## config.mk

```make
export PLATFORM = sky130hd
export DESIGN_NAME = uart_tx
export DESIGN_NICKNAME = d
export VERILOG_FILES = /design/src/rtl/uart_pkg.sv /design/src/rtl/uart_bit_timer.sv /design/src/rtl/uart_tx.sv
export SDC_FILE = /design/constraint.sdc
export NUM_CORES = 1
export LEC_CHECK = 0
export CAP_MARGIN = 20
export CORE_UTILIZATION = 45
export CTS_CLUSTER_DIAMETER = 80
export CTS_CLUSTER_SIZE = 20
export DETAILED_ROUTE_END_ITERATION = 10
export MAX_ROUTING_LAYER = met4
export PLACE_DENSITY_LB_ADDON = 0.15
export SLEW_MARGIN = 20
export SYNTH_ARGS = -nofsm -noshare
export SYNTH_HDL_FRONTEND = slang
export SYNTH_SLANG_ARGS = --single-unit
```

## constraint.sdc

```tcl
create_clock -name BLCK -period 4.1 [get_ports BLCK]
set_clock_uncertainty 0.15 [all_clocks]
set_input_delay 0.82 -clock BLCK [delete_from_list [all_inputs] [get_ports BLCK]]
set_output_delay 0.82 -clock BLCK [all_outputs]
set_load 0.03 [all_outputs]
```

## src/rtl/uart_pkg.sv

```systemverilog
// Shared UART definitions: FSM state encodings, default frame geometry and frame-length helper.
// The state set depends on UART_TX_PARITY_EN, so the receiver and transmitter agree on the encoding.
`timescale 1ns/1ps
package uart_pkg;

    localparam int UART_OVERSAMPLE = 16;
    localparam int UART_DATA_WIDTH = 8;

`ifdef UART_TX_PARITY_EN
    typedef enum logic [2:0] {
        IDLE   = 3'd0,
        START  = 3'd1,
        DATA   = 3'd2,
        STOP   = 3'd3,
        PARITY = 3'd4
    } uart_state_t;
    localparam int UART_PARITY_BITS = 1;
`else
    typedef enum logic [1:0] {
        IDLE  = 2'd0,
        START = 2'd1,
        DATA  = 2'd2,
        STOP  = 2'd3
    } uart_state_t;
    localparam int UART_PARITY_BITS = 0;
`endif

    // Total BLCK cycles from the first start-bit cycle to the last stop-bit cycle.
    function automatic int uart_frame_cycles(input int oversample, input int data_width,
                                             input int stop_bits);
        return (1 + data_width + UART_PARITY_BITS + stop_bits) * oversample;
    endfunction

endpackage

```

## src/rtl/uart_bit_timer.sv

```systemverilog
// Oversample tick counter: counts 0..OVERSAMPLE-1, pulses bit_end on the last tick of each bit.
// clear holds the count at zero so the first bit after an idle period gets full length.
`timescale 1ns/1ps
module uart_bit_timer #(
    parameter int OVERSAMPLE = 16
) (
    input  logic BLCK,
    input  logic reset,
    input  logic clear,
    output logic bit_end
);

    localparam int TICK_W = $clog2(OVERSAMPLE);

    logic [TICK_W-1:0] tick_reg;
    logic [TICK_W-1:0] tick_next;

    assign bit_end = (tick_reg == TICK_W'(OVERSAMPLE - 1));

    always_comb begin
        tick_next = tick_reg + 1'b1;
        if (clear || bit_end) begin
            tick_next = '0;
        end
    end

    always_ff @(posedge BLCK) begin
        if (!reset) begin
            tick_reg <= '0;
        end else begin
            tick_reg <= tick_next;
        end
    end

endmodule

```

## src/rtl/uart_tx.sv

```systemverilog
// UART transmitter: start bit, DATA_WIDTH data bits LSB first, optional parity, STOP_BITS stop bits.
// Define UART_TX_PARITY_EN to add the parity bit (PARITY_ODD selects odd parity).
`timescale 1ns/1ps
module uart_tx
    import uart_pkg::*;
#(
    parameter int OVERSAMPLE = UART_OVERSAMPLE,
    parameter int DATA_WIDTH = UART_DATA_WIDTH,
    parameter int STOP_BITS  = 1,
`ifdef UART_TX_PARITY_EN
    parameter bit PARITY_ODD = 1'b0,
`endif
    parameter int DATA_BITS  = $clog2(DATA_WIDTH)
) (
    input  logic                  BLCK,
    input  logic                  reset,
    input  logic                  tx_start,
    input  logic [DATA_WIDTH-1:0] tx_din,
    output logic                  tx,
    output logic                  tx_busy,
    output logic                  tx_done_tk
);

    localparam int IDX_W = (DATA_BITS < 1) ? 1 : DATA_BITS;

    uart_state_t           state_reg, state_next;
    logic [DATA_WIDTH-1:0] shift_reg, shift_next;
    logic [IDX_W-1:0]      idx_reg, idx_next;
    logic                  tx_reg, tx_next;
    logic                  timer_clear;
    logic                  bit_end;
    logic                  last_data;
    logic                  last_stop;
`ifdef UART_TX_PARITY_EN
    logic                  parity_reg, parity_next;
`endif

    uart_bit_timer #(
        .OVERSAMPLE(OVERSAMPLE)
    ) u_bit_timer (
        .BLCK   (BLCK),
        .reset  (reset),
        .clear  (timer_clear),
        .bit_end(bit_end)
    );

    // The bit index is reused to count stop bits once the data bits are out.
    assign last_data = (idx_reg == IDX_W'(DATA_WIDTH - 1));
    assign last_stop = (idx_reg == IDX_W'(STOP_BITS - 1));

    always_comb begin
        state_next  = state_reg;
        shift_next  = shift_reg;
        idx_next    = idx_reg;
        timer_clear = 1'b0;
`ifdef UART_TX_PARITY_EN
        parity_next = parity_reg;
`endif
        case (state_reg)
            IDLE: begin
                timer_clear = 1'b1;
                if (tx_start) begin
                    shift_next = tx_din;
                    idx_next   = '0;
                    state_next = START;
`ifdef UART_TX_PARITY_EN
                    parity_next = (^tx_din) ^ PARITY_ODD;
`endif
                end
            end
            START: begin
                if (bit_end) begin
                    idx_next   = '0;
                    state_next = DATA;
                end
            end
            DATA: begin
                if (bit_end) begin
                    shift_next = shift_reg >> 1;
                    if (last_data) begin
                        idx_next = '0;
`ifdef UART_TX_PARITY_EN
                        state_next = PARITY;
`else
                        state_next = STOP;
`endif
                    end else begin
                        idx_next = idx_reg + 1'b1;
                    end
                end
            end
`ifdef UART_TX_PARITY_EN
            PARITY: begin
                if (bit_end) begin
                    idx_next   = '0;
                    state_next = STOP;
                end
            end
`endif
            STOP: begin
                if (bit_end) begin
                    if (last_stop) begin
                        state_next = IDLE;
                    end else begin
                        idx_next = idx_reg + 1'b1;
                    end
                end
            end
            default: begin
                state_next = IDLE;
            end
        endcase
    end

    // Line level is decoded from the next state and registered, so tx never glitches.
    always_comb begin
        tx_next = 1'b1;
        case (state_next)
            START:   tx_next = 1'b0;
            DATA:    tx_next = shift_next[0];
`ifdef UART_TX_PARITY_EN
            PARITY:  tx_next = parity_next;
`endif
            default: tx_next = 1'b1;
        endcase
    end

    always_ff @(posedge BLCK) begin
        if (!reset) begin
            state_reg  <= IDLE;
            shift_reg  <= '0;
            idx_reg    <= '0;
            tx_reg     <= 1'b1;
`ifdef UART_TX_PARITY_EN
            parity_reg <= 1'b0;
`endif
        end else begin
            state_reg  <= state_next;
            shift_reg  <= shift_next;
            idx_reg    <= idx_next;
            tx_reg     <= tx_next;
`ifdef UART_TX_PARITY_EN
            parity_reg <= parity_next;
`endif
        end
    end

    assign tx         = tx_reg;
    assign tx_busy    = (state_reg != IDLE);
    assign tx_done_tk = (state_reg == STOP) && bit_end && last_stop;

endmodule

```

**Word-level counts from Yosys, hierarchy flattened**

Index checks and enable logic that the tools add are counted.

- Bits in registers: 18
- Input port bits: 11
- Output and inout bits: 3
- Word-level logic and storage cells: 50

- Add/sub/neg operators: 2
- Equality and inequality tests: 12
- Mux-type cells: 19
- Bitwise logic cells: 1
- Reductions and logical operators: 10

Operator list:

| operator | count |
|---|---|
| $mux W3 | 6 |
| $mux W8 | 2 |
| $pmux W8 S2 | 1 |
| $mux W2 | 6 |
| $pmux W3 S4 | 1 |
| $ne A2 B2 Y1 const B | 5 |
| $pmux W2 S4 | 1 |
| $eq A2 B2 Y1 const B | 3 |
| $reduce_and A5 Y1 | 1 |
| $add A4 B1 Y4 const B | 1 |
| $eq A2 B1 Y1 const B | 2 |
| $eq A4 B4 Y1 const B | 1 |
| $reduce_bool A2 Y1 | 2 |
| $add A3 B1 Y3 const B | 1 |
| $eq A3 B3 Y1 const B | 1 |
| $logic_not A3 Y1 | 1 |
| $reduce_and A3 Y1 | 1 |
| $logic_and A1 B1 Y1 | 2 |
| $logic_not A2 Y1 | 1 |
| $pmux W1 S2 | 1 |
| $reduce_or A2 Y1 | 1 |
| $logic_or A1 B1 Y1 | 1 |
| $mux W1 | 1 |
| $not A1 Y1 | 1 |

**Longest topological paths before layout**

- Depth after elaboration: 6
- Depth in mapped cells: 6

**Modules after synthesis**

From an unflattened synthesis, not the netlist that was laid out.

- Cells, all modules: 101
- Area total of the unflattened synthesis: 889.6 um2

By module, submodules not included:

| module | instances | cells each | area each (um2) |
|---|---|---|---|
| uart_tx | 1 | 86 | 726.9 |
| uart_bit_timer | 1 | 15 | 162.7 |

**Least setup slack after synthesis**

Ideal clock, no wire load.

- Path kind: reg-to-output
- Start: register u_bit_timer.tick_reg[0]
- End: output port tx_done_tk
- Arrival: 1.177 ns
- Slack: 1.953 ns
- Cell stages (with the launch flop): 4
- Path buffers: 0
- Cell sequence: dfxtp_1 ha_1 nand4_1 nor2_1

- Word-level cells in the longest chain between the ends: 3

RTL lines:

| item | line | source |
|---|---|---|
| start, declared | uart_bit_timer.sv:15 | `logic [TICK_W-1:0] tick_reg;` |
| start signal, assigned | uart_bit_timer.sv:31 | `tick_reg <= tick_next;` |
| $eq A4 B4 Y1 | uart_bit_timer.sv:18 | `assign bit_end = (tick_reg == TICK_W'(OVERSAMPLE - 1));` |
| $logic_and A1 B1 Y1 (2 in series) | uart_tx.sv:150 | `assign tx_done_tk = (state_reg == STOP) && bit_end && last_stop;` |
| end, declared | uart_tx.sv:21 | `output logic tx_done_tk` |

Every way passes these cells.

**Worst setup path in the final report**

Ends and elaborated chain as after synthesis.

==> results.md <==
* CTS Sinks at 18
* Vias post-DR at 780
* IO Pins at 14
* Worst skew pair latency at 0.29 ns
* Crit path buf inv count at 1
* Max cap viols at 0
* Ratio of total power to cell area at 318.3 mW/mm²
* GRT Max-Usage Layer: met2
* Status: finished, final reports clean
* Largest net degree at the start of global routing at 12
* Global Route met2 Usage at 29.58%
* Post-CTS sizing at 0
* Port bufs at 13
* Vias per std cell at 5.693
* Post-CTS setup buffer count at 0
* Worst-margin pin slew at 0.3446 ns
* Share of cells above drive strength 1 at 11.61%
* Die W at 45.93 µm
* Hold Fails Final Rpt at 0
* H-tree Lvls at 1
* Met3 Use GR at 4.762%
* Hold Crit Depth at 1
* Max incr delay on CP at 0.68 ns
* Sequential area share after synthesis at 41.50%
* Cell class contributing the biggest share of worst-path delay: buffers and inverters
* Initial core utilization at 49.22%
* Antenna Nets Post-Route at 0
* Die area at 0.002109 mm²
* Final Core Density at 59.65%
* Unrepaired setup endpoints after global routing: false
* Syn Nets at 113
* Final TNS setup at 0 ns
* Number of distinct library cells after synthesis at 34
* Mean post-synth cell area at 8.861 µm²
* Final worst path period share at 71.24%
* Die Y at 45.93 µm
* Flops & latches, synth at 18
* TritonCTS clock tree: done
* Most frequent cell after synthesis: dfxtp_1
* ANT cells at 0
* Tot GR Track Use at 20.17%
* WS Path Type: flip-flop to output port
* Core area at 0.001764 mm²
* Max-slew violation count at 0
* Hold Path Sink: u_bit_timer.tick_reg[0]$_SDFF_PP0_
* P&R area growth vs syn at 21.18%
* Design area at 0.001052 mm²
* Total CTS buffers at 3
* List of most frequent post-synthesis cells: 18 x dfxtp_1, 12 x a21oi_1, 9 x nand2_1, 6 x a22oi_1, 6 x o21ai_0
* Worst Hold Class: flip-flop to flip-flop
* Max Freq at 342.4 MHz
* CTS root buf: clkbuf_4
* Final Setup Violations at 0
* Routed len/inst at 12.63 µm
* Critical path peak fanout at 5
* Reg-to-reg endpoint: shift_reg[7]$_SDFFE_PN0P_
* # rows at 15
* Top-area cell type share of the netlist area at 41.50%
* HPWL after detailed placement at 1265 µm
* Worst vdd ir at 198.3 µV
* DR pass1 iterations at 4
* Starting DRC count in detailed routing at 16
* Vias in the first global route at 664
* R2R cell count at 5
* Fin crit period at 2.921 ns
* EDFF count, synth at 0
* Synthesized area at 868.3 µm²
* RePlAce Congestion at 0.8714
* Synth area leaders: dfxtp_1 41%, a21oi_1 6.9%, ha_1 5.8%, a22oi_1 5.2%, nand2_1 3.9%
* Element type at the critical path end: output port
* Min-delay src: u_bit_timer.tick_reg[0]$_SDFF_PP0_
* Remaining routing DRC violations at 0
* Startpoint types: flip-flop
* Crit path setup slack, layout at 1.179 ns
* Congestion Overflow GR at 0
* Syn Inst Count at 98
* Flop-to-flop setup slack at 2.39 ns
* Yosys warning total at 0
* Hold buffers post-CTS at 0
* Reg2reg start: u_bit_timer.tick_reg[0]$_SDFF_PP0_
* CP cell instances: ha_1 -> nand4_1 -> nor2_1 -> clkdlybuf4s50_1
* Routed WL at 1730 µm
* Initial antenna violation count at 0
* Clock Tree Buf Depth at 2
* Slowest cell on crit path: clkdlybuf4s50_1
* Crit path arrival time at 1.95 ns
* Cell Area, Placed at 0.001016 mm²
* P_leak at 0.0003891 µW
* Critical Path RT at 3.13 ns
* Met1 Use GR at 25.42%
* Fillers at 173
* Post-synth ARST share at 0%
* Max reg flops at 8
* First-pass GRT wire length at 2856 µm
* Clk slew on worst S/H paths at 0.10 ns
* Max_slew headroom at 77.00%
* Leading area contributor after synthesis: dfxtp_1
* Placement Setup Slack at 1.509 ns
* Final nets at 128
* Most common flop cell mapped by yosys: dfxtp_1
how the worst max path moves through the flow:
stage	startpoint	end	slack, ns	cells past startpoint
after floorplan	u_bit_timer.tick_reg[0]$_SDFF_PP0_	tx_done_tk	1.95	3
after global placement	u_bit_timer.tick_reg[0]$_SDFF_PP0_	tx_done_tk	1.57	4
after detailed placement	u_bit_timer.tick_reg[0]$_SDFF_PP0_	tx_done_tk	1.51	4
after CTS	u_bit_timer.tick_reg[0]$_SDFF_PP0_	tx_done_tk	1.17	4
after global routing	u_bit_timer.tick_reg[0]$_SDFF_PP0_	tx_done_tk	1.03	4
final	u_bit_timer.tick_reg[0]$_SDFF_PP0_	tx_done_tk	1.18	4
cells by family after synthesis:
family,synth area share [%]
compound gates,26.08
simple gates,20.03
xor+xnor,2.018
buf+inv,4.611
fa+ha+maj,5.764
flops,41.50
layer usage:
layer  vias to the layer above  share of wire, %
li1                        387                 -
met1                       369                47
met2                        22                48
met3                         2               4.0
met4                         0              0.98
met5                         -                 0
per-stage QoR:
step	hold WS, ns	std cells	total power, µW
3_5_place_dp	0.2891	133	227.8
3_3_place_gp	0.2791	133	226.9
2_1_floorplan	0.2676	98	210.8
5_1_grt	0.3336	137	350.8
6_report	0.3053	137	335.0
4_1_cts	0.3070	137	337.2
layout by cell type (no fill, tap or decap), drive strengths merged, types with 2 or more instances in the layout:
cell / instances
ha: 4
dfxtp: 18
inv: 5
o21ai: 6
nand2b: 2
o2bb2ai: 2
nand2: 9
clkbuf: 4
or3: 2
nand3: 5
nor2: 6
nand4: 2
a22oi: 6
a21oi: 13
clkdlybuf4s50: 13
where the power goes:
part           leakage, µW  internal (µW)  switching (µW)
Sequential        0.000147            181            4.54
Clock            0.0000210           54.1            56.9
Combinational     0.000221           19.4            18.6
Total             0.000389            255            80.0
layout make-up:
cell class / instances / area, µm² / area share, %
flip-flops and latches: 18 / 360.3 / 34.24
clock buffers: 4 / 36.28 / 3.448
multi-input cells: 71 / 467.9 / 44.47
well taps: 25 / 31.28 / 2.973
repair buffers: 14 / 137.6 / 13.08
inverters: 5 / 18.77 / 1.784
(Power assumes the default switching activity.)
